===== src/rtl/id_fwd_pipe_pkg.sv =====
// Shared decode encodings for the ID stage: RV32I opcodes, instruction index and type codes.
// The NOP codes are what bubbles and illegal instructions carry downstream.
package id_fwd_pipe_pkg;

  localparam logic [6:0] OPC_LUI    = 7'b0110111;
  localparam logic [6:0] OPC_AUIPC  = 7'b0010111;
  localparam logic [6:0] OPC_OP_IMM = 7'b0010011;
  localparam logic [6:0] OPC_OP     = 7'b0110011;

  localparam logic [6:0] F7_BASE = 7'b0000000;
  localparam logic [6:0] F7_ALT  = 7'b0100000;

  localparam int INST_IDX_W  = 5;
  localparam int INST_TYPE_W = 2;

  typedef enum logic [INST_IDX_W-1:0] {
    INST_NOP   = 5'd0,
    INST_LUI   = 5'd1,
    INST_AUIPC = 5'd2,
    INST_ADDI  = 5'd3,
    INST_SLTI  = 5'd4,
    INST_SLTIU = 5'd5,
    INST_XORI  = 5'd6,
    INST_ORI   = 5'd7,
    INST_ANDI  = 5'd8,
    INST_SLLI  = 5'd9,
    INST_SRLI  = 5'd10,
    INST_SRAI  = 5'd11,
    INST_ADD   = 5'd12,
    INST_SUB   = 5'd13,
    INST_SLL   = 5'd14,
    INST_SLT   = 5'd15,
    INST_SLTU  = 5'd16,
    INST_XOR   = 5'd17,
    INST_SRL   = 5'd18,
    INST_SRA   = 5'd19,
    INST_OR    = 5'd20,
    INST_AND   = 5'd21
  } inst_idx_e;

  typedef enum logic [INST_TYPE_W-1:0] {
    TYPE_NOP = 2'd0,
    TYPE_R   = 2'd1,
    TYPE_I   = 2'd2,
    TYPE_U   = 2'd3
  } inst_type_e;

  localparam inst_idx_e  INST_IDX_NOP  = INST_NOP;
  localparam inst_type_e INST_TYPE_NOP = TYPE_NOP;

endpackage


===== src/rtl/id_operand_sel.sv =====
// Resolves one source operand: x0 or an unread operand gives zero, otherwise the
// lowest-index enabled forwarding source that matches wins over the regfile value.
module id_operand_sel #(
  parameter int XLEN    = 32,
  parameter int NUM_FWD = 2
) (
  input  logic                    used,
  input  logic [4:0]              idx,
  input  logic [XLEN-1:0]         rf_data,
  input  logic [NUM_FWD-1:0]      fwd_e,
  input  logic [5*NUM_FWD-1:0]    fwd_idx,
  input  logic [XLEN*NUM_FWD-1:0] fwd_data,
  output logic [XLEN-1:0]         data
);

  logic [NUM_FWD-1:0] hit;

  generate
    for (genvar gi = 0; gi < NUM_FWD; gi++) begin : g_hit
      assign hit[gi] = fwd_e[gi] && (fwd_idx[5*gi +: 5] == idx);
    end
  endgenerate

  // Walk from oldest to youngest so the youngest matching source overwrites last.
  always_comb begin
    data = rf_data;
    for (int i = NUM_FWD - 1; i >= 0; i--) begin
      if (hit[i]) begin
        data = fwd_data[XLEN*i +: XLEN];
      end
    end
    if (!used || idx == 5'd0) begin
      data = '0;
    end
  end

endmodule


===== src/rtl/id_fwd_pipe.sv =====
// Instruction decode stage with operand forwarding, load-use stall and a single
// registered output slot using a valid/ready handshake.
module id_fwd_pipe
  import id_fwd_pipe_pkg::*;
#(
  parameter int XLEN    = 32,
  parameter int NUM_FWD = 2
) (
  input  logic                    clk_in,
  input  logic                    rst_in,
  input  logic                    inValid_in,
  output logic                    inReady_out,
  input  logic [XLEN-1:0]         pc_in,
  input  logic [31:0]             inst_in,
  output logic [4:0]              reg1Idx_out,
  output logic [4:0]              reg2Idx_out,
  input  logic [XLEN-1:0]         reg1Data_in,
  input  logic [XLEN-1:0]         reg2Data_in,
  input  logic [NUM_FWD-1:0]      fwdE_in,
  input  logic [5*NUM_FWD-1:0]    fwdIdx_in,
  input  logic [XLEN*NUM_FWD-1:0] fwdData_in,
  input  logic                    ldE_in,
  input  logic [4:0]              ldIdx_in,
  input  logic                    flush_in,
  output logic                    outValid_out,
  input  logic                    outReady_in,
  output logic [XLEN-1:0]         pc_out,
  output logic [INST_IDX_W-1:0]   instIdx_out,
  output logic [INST_TYPE_W-1:0]  instType_out,
  output logic                    rdE_out,
  output logic [4:0]              rdIdx_out,
  output logic [XLEN-1:0]         rs1Data_out,
  output logic [XLEN-1:0]         rs2Data_out,
  output logic [XLEN-1:0]         imm_out,
  output logic                    useImm_out,
  output logic                    illegal_out
);

  logic [6:0] opcode;
  logic [6:0] funct7;
  logic [2:0] funct3;
  logic [4:0] rd;
  logic [4:0] rs1;
  logic [4:0] rs2;

  assign opcode = inst_in[6:0];
  assign rd     = inst_in[11:7];
  assign funct3 = inst_in[14:12];
  assign rs1    = inst_in[19:15];
  assign rs2    = inst_in[24:20];
  assign funct7 = inst_in[31:25];

  assign reg1Idx_out = rs1;
  assign reg2Idx_out = rs2;

  logic [XLEN-1:0] imm_i;
  logic [XLEN-1:0] imm_sh;
  logic [XLEN-1:0] imm_u;

  assign imm_i  = XLEN'($signed(inst_in[31:20]));
  assign imm_sh = XLEN'(inst_in[24:20]);
  assign imm_u  = XLEN'($signed({inst_in[31:12], 12'b0}));

  inst_idx_e       dec_idx;
  inst_type_e      dec_type;
  logic            dec_legal;
  logic            dec_wr;
  logic            dec_use_rs1;
  logic            dec_use_rs2;
  logic            dec_use_imm;
  logic [XLEN-1:0] dec_imm;

  always_comb begin
    dec_idx     = INST_IDX_NOP;
    dec_type    = INST_TYPE_NOP;
    dec_legal   = 1'b0;
    dec_wr      = 1'b0;
    dec_use_rs1 = 1'b0;
    dec_use_rs2 = 1'b0;
    dec_use_imm = 1'b0;
    dec_imm     = '0;
    unique case (opcode)
      OPC_LUI, OPC_AUIPC: begin
        dec_idx     = (opcode == OPC_LUI) ? INST_LUI : INST_AUIPC;
        dec_type    = TYPE_U;
        dec_legal   = 1'b1;
        dec_wr      = 1'b1;
        dec_use_imm = 1'b1;
        dec_imm     = imm_u;
      end
      OPC_OP_IMM: begin
        dec_type    = TYPE_I;
        dec_legal   = 1'b1;
        dec_wr      = 1'b1;
        dec_use_rs1 = 1'b1;
        dec_use_imm = 1'b1;
        dec_imm     = imm_i;
        unique case (funct3)
          3'b000: dec_idx = INST_ADDI;
          3'b010: dec_idx = INST_SLTI;
          3'b011: dec_idx = INST_SLTIU;
          3'b100: dec_idx = INST_XORI;
          3'b110: dec_idx = INST_ORI;
          3'b111: dec_idx = INST_ANDI;
          3'b001: begin
            dec_idx   = INST_SLLI;
            dec_imm   = imm_sh;
            dec_legal = (funct7 == F7_BASE);
          end
          default: begin
            dec_idx   = (funct7 == F7_ALT) ? INST_SRAI : INST_SRLI;
            dec_imm   = imm_sh;
            dec_legal = (funct7 == F7_BASE) || (funct7 == F7_ALT);
          end
        endcase
      end
      OPC_OP: begin
        dec_type    = TYPE_R;
        dec_wr      = 1'b1;
        dec_use_rs1 = 1'b1;
        dec_use_rs2 = 1'b1;
        dec_legal   = (funct7 == F7_BASE) ||
                      ((funct7 == F7_ALT) && (funct3 == 3'b000 || funct3 == 3'b101));
        unique case (funct3)
          3'b000:  dec_idx = (funct7 == F7_ALT) ? INST_SUB : INST_ADD;
          3'b001:  dec_idx = INST_SLL;
          3'b010:  dec_idx = INST_SLT;
          3'b011:  dec_idx = INST_SLTU;
          3'b100:  dec_idx = INST_XOR;
          3'b101:  dec_idx = (funct7 == F7_ALT) ? INST_SRA : INST_SRL;
          3'b110:  dec_idx = INST_OR;
          default: dec_idx = INST_AND;
        endcase
      end
      default: begin
        dec_legal = 1'b0;
      end
    endcase
    // An illegal encoding reads nothing and writes nothing, so it can never stall or forward.
    if (!dec_legal) begin
      dec_idx     = INST_IDX_NOP;
      dec_type    = INST_TYPE_NOP;
      dec_wr      = 1'b0;
      dec_use_rs1 = 1'b0;
      dec_use_rs2 = 1'b0;
      dec_use_imm = 1'b0;
      dec_imm     = '0;
    end
  end

  logic [XLEN-1:0] op1_data;
  logic [XLEN-1:0] op2_data;

  id_operand_sel #(.XLEN(XLEN), .NUM_FWD(NUM_FWD)) u_sel_rs1 (
    .used    (dec_use_rs1),
    .idx     (rs1),
    .rf_data (reg1Data_in),
    .fwd_e   (fwdE_in),
    .fwd_idx (fwdIdx_in),
    .fwd_data(fwdData_in),
    .data    (op1_data)
  );

  id_operand_sel #(.XLEN(XLEN), .NUM_FWD(NUM_FWD)) u_sel_rs2 (
    .used    (dec_use_rs2),
    .idx     (rs2),
    .rf_data (reg2Data_in),
    .fwd_e   (fwdE_in),
    .fwd_idx (fwdIdx_in),
    .fwd_data(fwdData_in),
    .data    (op2_data)
  );

  logic [XLEN-1:0] dec_rs1_data;
  logic            hazard;
  logic            capture;
  logic            valid_reg;

  assign dec_rs1_data = (dec_idx == INST_AUIPC) ? pc_in : op1_data;

  assign hazard = inValid_in && ldE_in && (ldIdx_in != 5'd0) &&
                  ((dec_use_rs1 && ldIdx_in == rs1) || (dec_use_rs2 && ldIdx_in == rs2));

  // rst_in gates ready so nothing is accepted while the output slot is forced empty.
  assign inReady_out = rst_in && (!valid_reg || outReady_in) && !hazard && !flush_in;
  assign capture     = inValid_in && inReady_out;

  logic                   valid_next;
  logic [XLEN-1:0]        pc_reg, pc_next;
  inst_idx_e              idx_reg, idx_next;
  inst_type_e             type_reg, type_next;
  logic                   rd_e_reg, rd_e_next;
  logic [4:0]             rd_idx_reg, rd_idx_next;
  logic [XLEN-1:0]        rs1_reg, rs1_next;
  logic [XLEN-1:0]        rs2_reg, rs2_next;
  logic [XLEN-1:0]        imm_reg, imm_next;
  logic                   use_imm_reg, use_imm_next;
  logic                   illegal_reg, illegal_next;
  logic                   go_bubble;

  assign go_bubble = flush_in || (!capture && outReady_in);

  always_comb begin
    valid_next   = valid_reg;
    pc_next      = pc_reg;
    idx_next     = idx_reg;
    type_next    = type_reg;
    rd_e_next    = rd_e_reg;
    rd_idx_next  = rd_idx_reg;
    rs1_next     = rs1_reg;
    rs2_next     = rs2_reg;
    imm_next     = imm_reg;
    use_imm_next = use_imm_reg;
    illegal_next = illegal_reg;
    if (go_bubble) begin
      valid_next   = 1'b0;
      pc_next      = '0;
      idx_next     = INST_IDX_NOP;
      type_next    = INST_TYPE_NOP;
      rd_e_next    = 1'b0;
      rd_idx_next  = '0;
      rs1_next     = '0;
      rs2_next     = '0;
      imm_next     = '0;
      use_imm_next = 1'b0;
      illegal_next = 1'b0;
    end else if (capture) begin
      valid_next   = 1'b1;
      pc_next      = pc_in;
      idx_next     = dec_idx;
      type_next    = dec_type;
      rd_e_next    = dec_wr && (rd != 5'd0);
      rd_idx_next  = rd;
      rs1_next     = dec_rs1_data;
      rs2_next     = op2_data;
      imm_next     = dec_imm;
      use_imm_next = dec_use_imm;
      illegal_next = !dec_legal;
    end
  end

  always_ff @(posedge clk_in or negedge rst_in) begin
    if (!rst_in) begin
      valid_reg   <= 1'b0;
      pc_reg      <= '0;
      idx_reg     <= INST_IDX_NOP;
      type_reg    <= INST_TYPE_NOP;
      rd_e_reg    <= 1'b0;
      rd_idx_reg  <= '0;
      rs1_reg     <= '0;
      rs2_reg     <= '0;
      imm_reg     <= '0;
      use_imm_reg <= 1'b0;
      illegal_reg <= 1'b0;
    end else begin
      valid_reg   <= valid_next;
      pc_reg      <= pc_next;
      idx_reg     <= idx_next;
      type_reg    <= type_next;
      rd_e_reg    <= rd_e_next;
      rd_idx_reg  <= rd_idx_next;
      rs1_reg     <= rs1_next;
      rs2_reg     <= rs2_next;
      imm_reg     <= imm_next;
      use_imm_reg <= use_imm_next;
      illegal_reg <= illegal_next;
    end
  end

  assign outValid_out = valid_reg;
  assign pc_out       = pc_reg;
  assign instIdx_out  = idx_reg;
  assign instType_out = type_reg;
  assign rdE_out      = rd_e_reg;
  assign rdIdx_out    = rd_idx_reg;
  assign rs1Data_out  = rs1_reg;
  assign rs2Data_out  = rs2_reg;
  assign imm_out      = imm_reg;
  assign useImm_out   = use_imm_reg;
  assign illegal_out  = illegal_reg;

endmodule


===== config.mk =====
export PLATFORM = sky130hd
export DESIGN_NAME = id_fwd_pipe
export DESIGN_NICKNAME = d
export VERILOG_FILES = /design/src/rtl/id_fwd_pipe_pkg.sv /design/src/rtl/id_operand_sel.sv /design/src/rtl/id_fwd_pipe.sv
export SDC_FILE = /design/constraint.sdc
export NUM_CORES = 1
export LEC_CHECK = 0
export CELL_PAD_IN_SITES_DETAIL_PLACEMENT = 0
export CELL_PAD_IN_SITES_GLOBAL_PLACEMENT = 2
export CORE_AREA = 3 3 170 205
export CTS_BUF_LIST = sky130_fd_sc_hd__clkbuf_16
export CTS_CLUSTER_SIZE = 8
export DETAILED_ROUTE_END_ITERATION = 8
export DIE_AREA = 0 0 173 208
export MAX_ROUTING_LAYER = met4
export PLACE_DENSITY = 0.93
export SLEW_MARGIN = 15
export SYNTH_ARGS = -nofsm -noshare
export SYNTH_HDL_FRONTEND = slang
export SYNTH_SLANG_ARGS = --single-unit

===== constraint.sdc =====
create_clock -name clk_in -period 4.3 [get_ports clk_in]
set_input_delay 0.86 -clock clk_in [delete_from_list [all_inputs] [get_ports clk_in]]
set_output_delay 0.86 -clock clk_in [all_outputs]
set_load 0.01 [all_outputs]

==> results.txt, run 1 <==
Clk buf depth -> 2
CP arrival -> 4.11 ns
# Max-Cap Violations -> 0
Pre-CTS WS -> 0.0839 ns
Syn_area_per_cell -> 9.08 µm²
Worst flop-to-flop path startpoint -> outValid_out
Final Slew Violations -> 0
First-pass DRT Iterations -> 7
Die Span X -> 173 µm
FF-to-FF End -> rdIdx_out[4]
Leakage power figure -> 0.00580 µW
Post-detail-place hpwl -> 30.7 mm
CP Capture Type -> register
Synthesized area -> 8860 µm²
ANT nets after route -> 0
Final Hold Fails -> 0
Global-route usage over all layers -> 22.3%
Final period util -> 87.5%
Final worst slack -> 0.538 ns
Initial Utilization -> 26.8%
Vias in the first global route -> 9364
First-pass GRT wire length -> 59.5 mm
Core Rows -> 73
Yosys Warn Count -> 0
Hold Path Class -> in -> async
Commonest non-fill, non-tap cell in the layout -> clkdlybuf4s50_1
Max Fanout on Critical Path -> 36
Mapped Nets -> 1191
Setup_tns -> 0 ns
Clock root cell -> clkbuf_16
Tmin final -> 3.76 ns
Clk_lat worst skew -> 0.43 ns
Data required, critical path -> 4.65 ns
Ys flop type -> dfrtp_1
TritonCTS clock tree -> done
Port bufs -> 369
Area growth syn-to-layout -> 54.7%
Number of synthesized flops with an enable pin -> 0
Worst R2R Path Depth -> 7
Netlist cell types -> 49
Die area -> 36000 µm²
DR WL/cell -> 22.6 µm
Number of CTS-inserted buffers -> 17
Initial DRC Count -> 445
Filler cells -> 3340
Core ar. -> 33100 µm²
Setup Viol. Count Final -> 0
RSZ-0062 raised after global routing -> no
Vias -> 8777
H-tree depth -> 4
Final Skew -> 0.0112 ns
Worst Tran Pin Value -> 0.884 ns
Asr flop ratio synth -> 100%
Clk sinks -> 144
Die height -> 208 µm
Run status -> complete, no violations
DRC violations left -> 0
Crit path launch type -> input port
Post_cts resized -> 0
Setup bufs post-CTS -> 0
Sequential fraction of the synthesis area -> 40.7%
Multi-input gate area -> 4650 µm²
Clock transition at the registers of the reported paths -> 0.07 ns
Dpl cells -> 1739
Cells after Synth -> 976
Most frequent cells in the layout -> 367 x clkdlybuf4s50_1, 150 x nand2_1, 144 x dfrtp_1
#FFs+latches synth -> 144
Vias per std cell -> 4.94
Layout Nets -> 1523
FF+latch area -> 3600 µm²
Slew margin rel. -> 40.9%
Crit Path Category -> in -> reg
Share of cells above drive strength 1 -> 7.27%
Final wirelength -> 40.1 mm
Worst reg-to-reg setup slack -> 2.12 ns
Top Ports -> 370
Final Non-Filler Cells -> 1776
Routability Congestion -> 0.909
GRT overflow -> 0
Antenna violations before repair -> 5
Power per cell area -> 260 nW/µm²
Largest net degree at the start of global routing -> 104
Hold Buf Count CTS -> 0
Max IR drop VDD -> 220 µV
Max Freq -> 266 MHz
[kinds of logic (layout without fill, tap and decap cells)]
group           count (synthesis)  after routing  share of synthesized area [%]
mux                           139            139                           15.8
xor+xnor                       31             31                           3.06
compound gates                234            234                           18.9
flops                         144            144                           40.7
other cells                     0              5                              0
buf+inv                       142            487                           7.44
simple gates                  286            286                           14.1
[how the worst max path moves through the flow]
stage                              end  depth (start not counted)        start  slack, ns
after detailed placement    pc_out[30]                         11  inst_in[26]       0.08
after global placement         rdE_out                         11  inst_in[26]       0.11
after floorplan            inReady_out                          6  ldIdx_in[1]       0.97
final                     rdIdx_out[4]                         11  inst_in[26]       0.54
after global routing        pc_out[30]                         11  inst_in[26]       0.32
after CTS                  inReady_out                          7  ldIdx_in[1]       0.11
[worst max-delay path, stage by stage]
cell,delay [ns]
clkdlybuf4s50_1,0.46
nor4_2,0.55
nand3_1,0.23
nor3_1,0.26
a32o_1,0.25
buf_4,0.14
buf_4,0.37
or2_4,0.29
buf_12,0.24
buf_4,0.23
mux2i_1,0.20
[Yosys cell counts (all sizes together), types with 4 or more instances]
library cell	n	area share (%)
buf	36	3.0
a21oi	50	2.8
clkbuf	66	2.8
mux2i	132	15
o31ai	6	0.51
nand2b	6	0.42
nand2	150	6.4
or4	5	0.42
o31a	27	2.7
a211o	32	3.2
xor2	20	2.0
nor3	8	0.56
inv	40	1.7
and3	7	0.49
nor4	7	0.56
nand3	4	0.23
mux2	7	0.89
nor3b	4	0.34
xnor2	11	1.1
o21ai	42	2.4
a211oi	6	0.51
o211ai	34	2.9
nor2	75	3.2
a32o	28	3.2
dfrtp	144	41
and2	10	0.71
[report_power, final]
group / internal, µW / switching [µW]
combinational: 306 / 292
sequential: 1370 / 8.82
clock: 884 / 705
total: 2560 / 1010
[flip-flops by register name, summed over array words and instances, names as in the netlist, 2 cells and up]
| signal | cells |
|---|---|
| instType_out | 2 |
| pc_out | 32 |
| rdIdx_out | 5 |
| rs2Data_out | 32 |
| imm_out | 32 |
| instIdx_out | 5 |
| rs1Data_out | 32 |
[routing by layer]
| layer | track usage, % | part of all wire, % | up-vias |
|---|---|---|---|
| li1 | - | - | 4109 |
| met1 | 23.8 | 37 | 4242 |
| met2 | 39.4 | 52 | 374 |
| met3 | 7.25 | 8.0 | 52 |
| met4 | 6.66 | 2.6 | 0 |
| met5 | - | 0 | - |
[stage by stage]
step / util [%] / power [µW] / instance area [µm²] / hold WS, ns
after floorplan: - / 1610 / 8860 / 0.552
after global placement: 39.6 / 2000 / 13100 / 0.495
after detailed placement: 39.6 / 2000 / 13100 / 0.507
after CTS: 41.4 / 3610 / 13700 / 0.333
after global routing: 41.5 / 3710 / 13700 / 0.338
final: 41.5 / 3560 / 13700 / 0.337
[final cells by class]
class / instances / area share [%]
repair buffers: 415 / 30.0
flip-flops and latches: 144 / 26.3
clock buffers: 17 / 3.10
well taps: 450 / 4.11
clock inverters: 15 / 1.35
diodes: 5 / 0.0912
multi-input cells: 690 / 33.9
inverters: 40 / 1.09
(Power assumes the default switching activity.)
==> inputs of run 2 (changes only) <==
==> constraint.sdc (replaced) <==
create_clock -name clk_in -period 4.3 [get_ports clk_in]
set_input_delay 1.29 -clock clk_in [delete_from_list [all_inputs] [get_ports clk_in]]
set_output_delay 1.29 -clock clk_in [all_outputs]
set_load 0.01 [all_outputs]
==> run 2 against run 1 <==
Against the previous run: power is 0.35% higher; sequential share of layout area is 0.93 points lower; register-to-register slack better by 0.25 ns; maximum frequency is 11% lower; highest routed layer unchanged; global-route usage is 0.32 points higher; count of clock-buffer cells in the layout stayed put; largest power group unchanged; die area stayed put; cell count is 2.4% higher.
==> results.txt, run 2 (synthesis results as in run 1) <==
Data required, critical path -> 3.01 ns (-1.64 ns)
Largest net degree at the start of global routing -> 146 (+40%)
Top Ports -> 370 (unchanged)
Tmin final -> 4.24 ns (+0.482 ns)
Pwr Total -> 3580 µW (+0.35%)
Die area -> 36000 µm² (unchanged)
Antenna violations before repair -> 6 (+1)
Worst flop-to-flop path startpoint -> outValid_out
First-pass DRT Iterations -> 4 (-3)
Routability Congestion -> 0.902 (-0.78%)
Min-delay src -> rs2Data_out[8]
Max Fanout on Critical Path -> 3 (-92%)
Clk buf depth -> 2 (unchanged)
Core ar. -> 33100 µm² (unchanged)
Area growth syn-to-layout -> 60.3%
Crit Path Category -> in -> out
Worst R2R Path Depth -> 6 (-1)
Hold depth -> 2
Worst Tran Pin Value -> 0.887 ns (+0.00312 ns)
Final Slew Violations -> 0 (unchanged)
Final Skew -> 0.0108 ns (-0.000329 ns)
Global-route usage over all layers -> 22.6% (+0.32 points)
Slew margin rel. -> 40.8% (-0.068 points)
Final Hold Fails -> 0 (unchanged)
GR met1 Demand/Resource -> 24.1% (+0.24 points)
Setup_tns -> 0 ns (unchanged)
Met3 track demand over resource -> 7.21% (-0.037 points)
Commonest non-fill, non-tap cell in the layout -> clkdlybuf4s50_1
Worst reg-to-reg setup slack -> 2.37 ns (+0.25 ns)
Placement Cell Area -> 13400 µm² (+2.6%)
# Max-Cap Violations -> 0 (unchanged)
Port bufs -> 369 (unchanged)
Worst hold endpoint -> rs2Data_out[8]
Leakage power figure -> 0.00609 µW (+5.0%)
Max IR drop VDD -> 223 µV (+1.5%)
Clk_lat worst skew -> 0.44 ns (about the same)
Initial Utilization -> 26.8% (unchanged)
Crit path launch type -> input port
Core Rows -> 73 (unchanged)
Clock root cell -> clkbuf_16
Power per cell area -> 252 nW/µm² (-3.2%)
Final wirelength -> 40.6 mm (+1.0%)
Final period util -> 98.7% (+11 points)
Setup Viol. Count Final -> 0 (unchanged)
First-pass GRT wire length -> 60.1 mm (+1.0%)
H-tree depth -> 4 (unchanged)
Vias in the first global route -> 9390 (+0.28%)
ANT nets after route -> 0 (unchanged)
Run status -> complete, no violations
Most frequent cells in the layout -> 357 x clkdlybuf4s50_1, 150 x nand2_1, 144 x dfrtp_1
DRC violations left -> 0 (unchanged)
Comb power frac -> 18.0% (+1.2 points)
Clock transition at the registers of the reported paths -> 0.07 ns (about the same)
Number of CTS-inserted buffers -> 17 (unchanged)
FF-to-FF End -> rs1Data_out[24]
Switch share -> 30.1% (+1.9 points)
Die height -> 208 µm (unchanged)
Post-route cell area -> 14200 µm² (+3.7%)
Multi-input gate area -> 4750 µm² (+2.0%)
DR WL/cell -> 22.3 µm (-1.3%)
Clk sinks -> 144 (unchanged)
Met2 Usage GRT -> 40.3% (+0.89 points)
Sequential power share -> 38.5% (about the same)
Die Span X -> 173 µm (unchanged)
FF+latch area -> 3600 µm² (unchanged)
Clock power frac -> 43.5% (-1.1 points)
Switching power -> 1080 µW (+7.2%)
Initial DRC Count -> 528 (+19%)
Pint -> 2500 µW (-2.3%)
TritonCTS clock tree -> done
Vias -> 8985 (+2.4%)
Hold Path Class -> reg -> reg
CP Capture Type -> output pin
Filler cells -> 3310 (-0.90%)
Gr busiest metal -> met2
Share of cells above drive strength 1 -> 11.1% (+3.8 points)
Hold Buf Count CTS -> 0 (unchanged)
Post-detail-place hpwl -> 30.9 mm (+0.58%)
CP arrival -> 2.95 ns (-1.16 ns)
Max Freq -> 236 MHz (-11%)
GRT overflow -> 0 (unchanged)
Vias per std cell -> 4.94 (about the same)
Layout Nets -> 1564 (+2.7%)
==> run 2: routing by layer <==
metal / vias to the layer above / wire, µm / part of all wire [%]
met5: - / 0 / 0
met4: 0 / 1030 / 2.5
met3: 47 / 3090 / 7.6
met2: 366 / 21200 / 52
met1: 4368 / 15300 / 38
li1: 4204 / - / -
==> run 2: area by class of cell <==
cell class                      count  area share (%)
Multi-Input combinational cell    690            33.4
Timing Repair Buffer              456            31.9
Sequential cell                   144            25.4
Tap cell                          450            3.96
Clock buffer                       17            2.99
Clock inverter                     15            1.28
Inverter                           40            1.06
Antenna cell                        6           0.106
==> run 2: timing repair <==
| action | in CTS | in global routing |
|---|---|---|
| setup buffers | 6 | 4 |
| setup endpoints to repair | 1 | 1 |
| gates resized for setup | 19 | 21 |
| pin swaps | 7 | 10 |
==> run 2: worst max-delay path by stage <==
| stage | startpoint | endpoint | slack, ns | cells past startpoint |
|---|---|---|---|---|
| after global placement | ldIdx_in[2] | inReady_out | -0.67 | 7 |
| final | inst_in[25] | inReady_out | 0.06 | 7 |
| after detailed placement | ldIdx_in[2] | inReady_out | -0.67 | 7 |
| after CTS | inst_in[30] | inReady_out | 0.002 | 7 |
| after global routing | inst_in[25] | inReady_out | -0.04 | 7 |
| after floorplan | ldIdx_in[1] | inReady_out | 0.11 | 6 |
==> run 2: worst max-delay path: stages <==
cell,delay [ns]
clkdlybuf4s50_1,0.46
nor4_4,0.42
nand3_2,0.20
o22ai_4,0.23
a32o_2,0.17
nor4bb_1,0.05
buf_2,0.14
==> run 2: power by group through the flow <==
stage / clock network [µW] / registers (µW) / logic [µW]
finish: 1560 / 1380 / 644
floorplan: 0 / 1410 / 203
global route: 1650 / 1380 / 688
global placement: 0 / 1400 / 628
CTS: 1610 / 1380 / 642
detailed placement: 0 / 1400 / 631
==> run 2: stage by stage <==
stage	hold WS [ns]	cells	worst slack, ns	utilization, %
detailed placement	0.501	1770	-0.666	40.6
CTS	0.528	1808	0.00180	42.6
global placement	0.493	1770	-0.668	40.6
global route	0.546	1818	-0.0393	43.0
floorplan	0.552	976	0.109	-
finish	0.524	1818	0.0555	43.0
==> inputs of run 3 (changes only) <==
--- a/config.mk
+++ b/config.mk
@@ -12,6 +12,7 @@
 export CTS_CLUSTER_SIZE = 8
 export DETAILED_ROUTE_END_ITERATION = 8
 export DIE_AREA = 0 0 173 208
+export HOLD_SLACK_MARGIN = 0.06
 export MAX_ROUTING_LAYER = met4
 export PLACE_DENSITY = 0.93
 export SLEW_MARGIN = 15
==> results of run 3 <==
The final DEF is identical to that of run 2; final timing and power are the same.
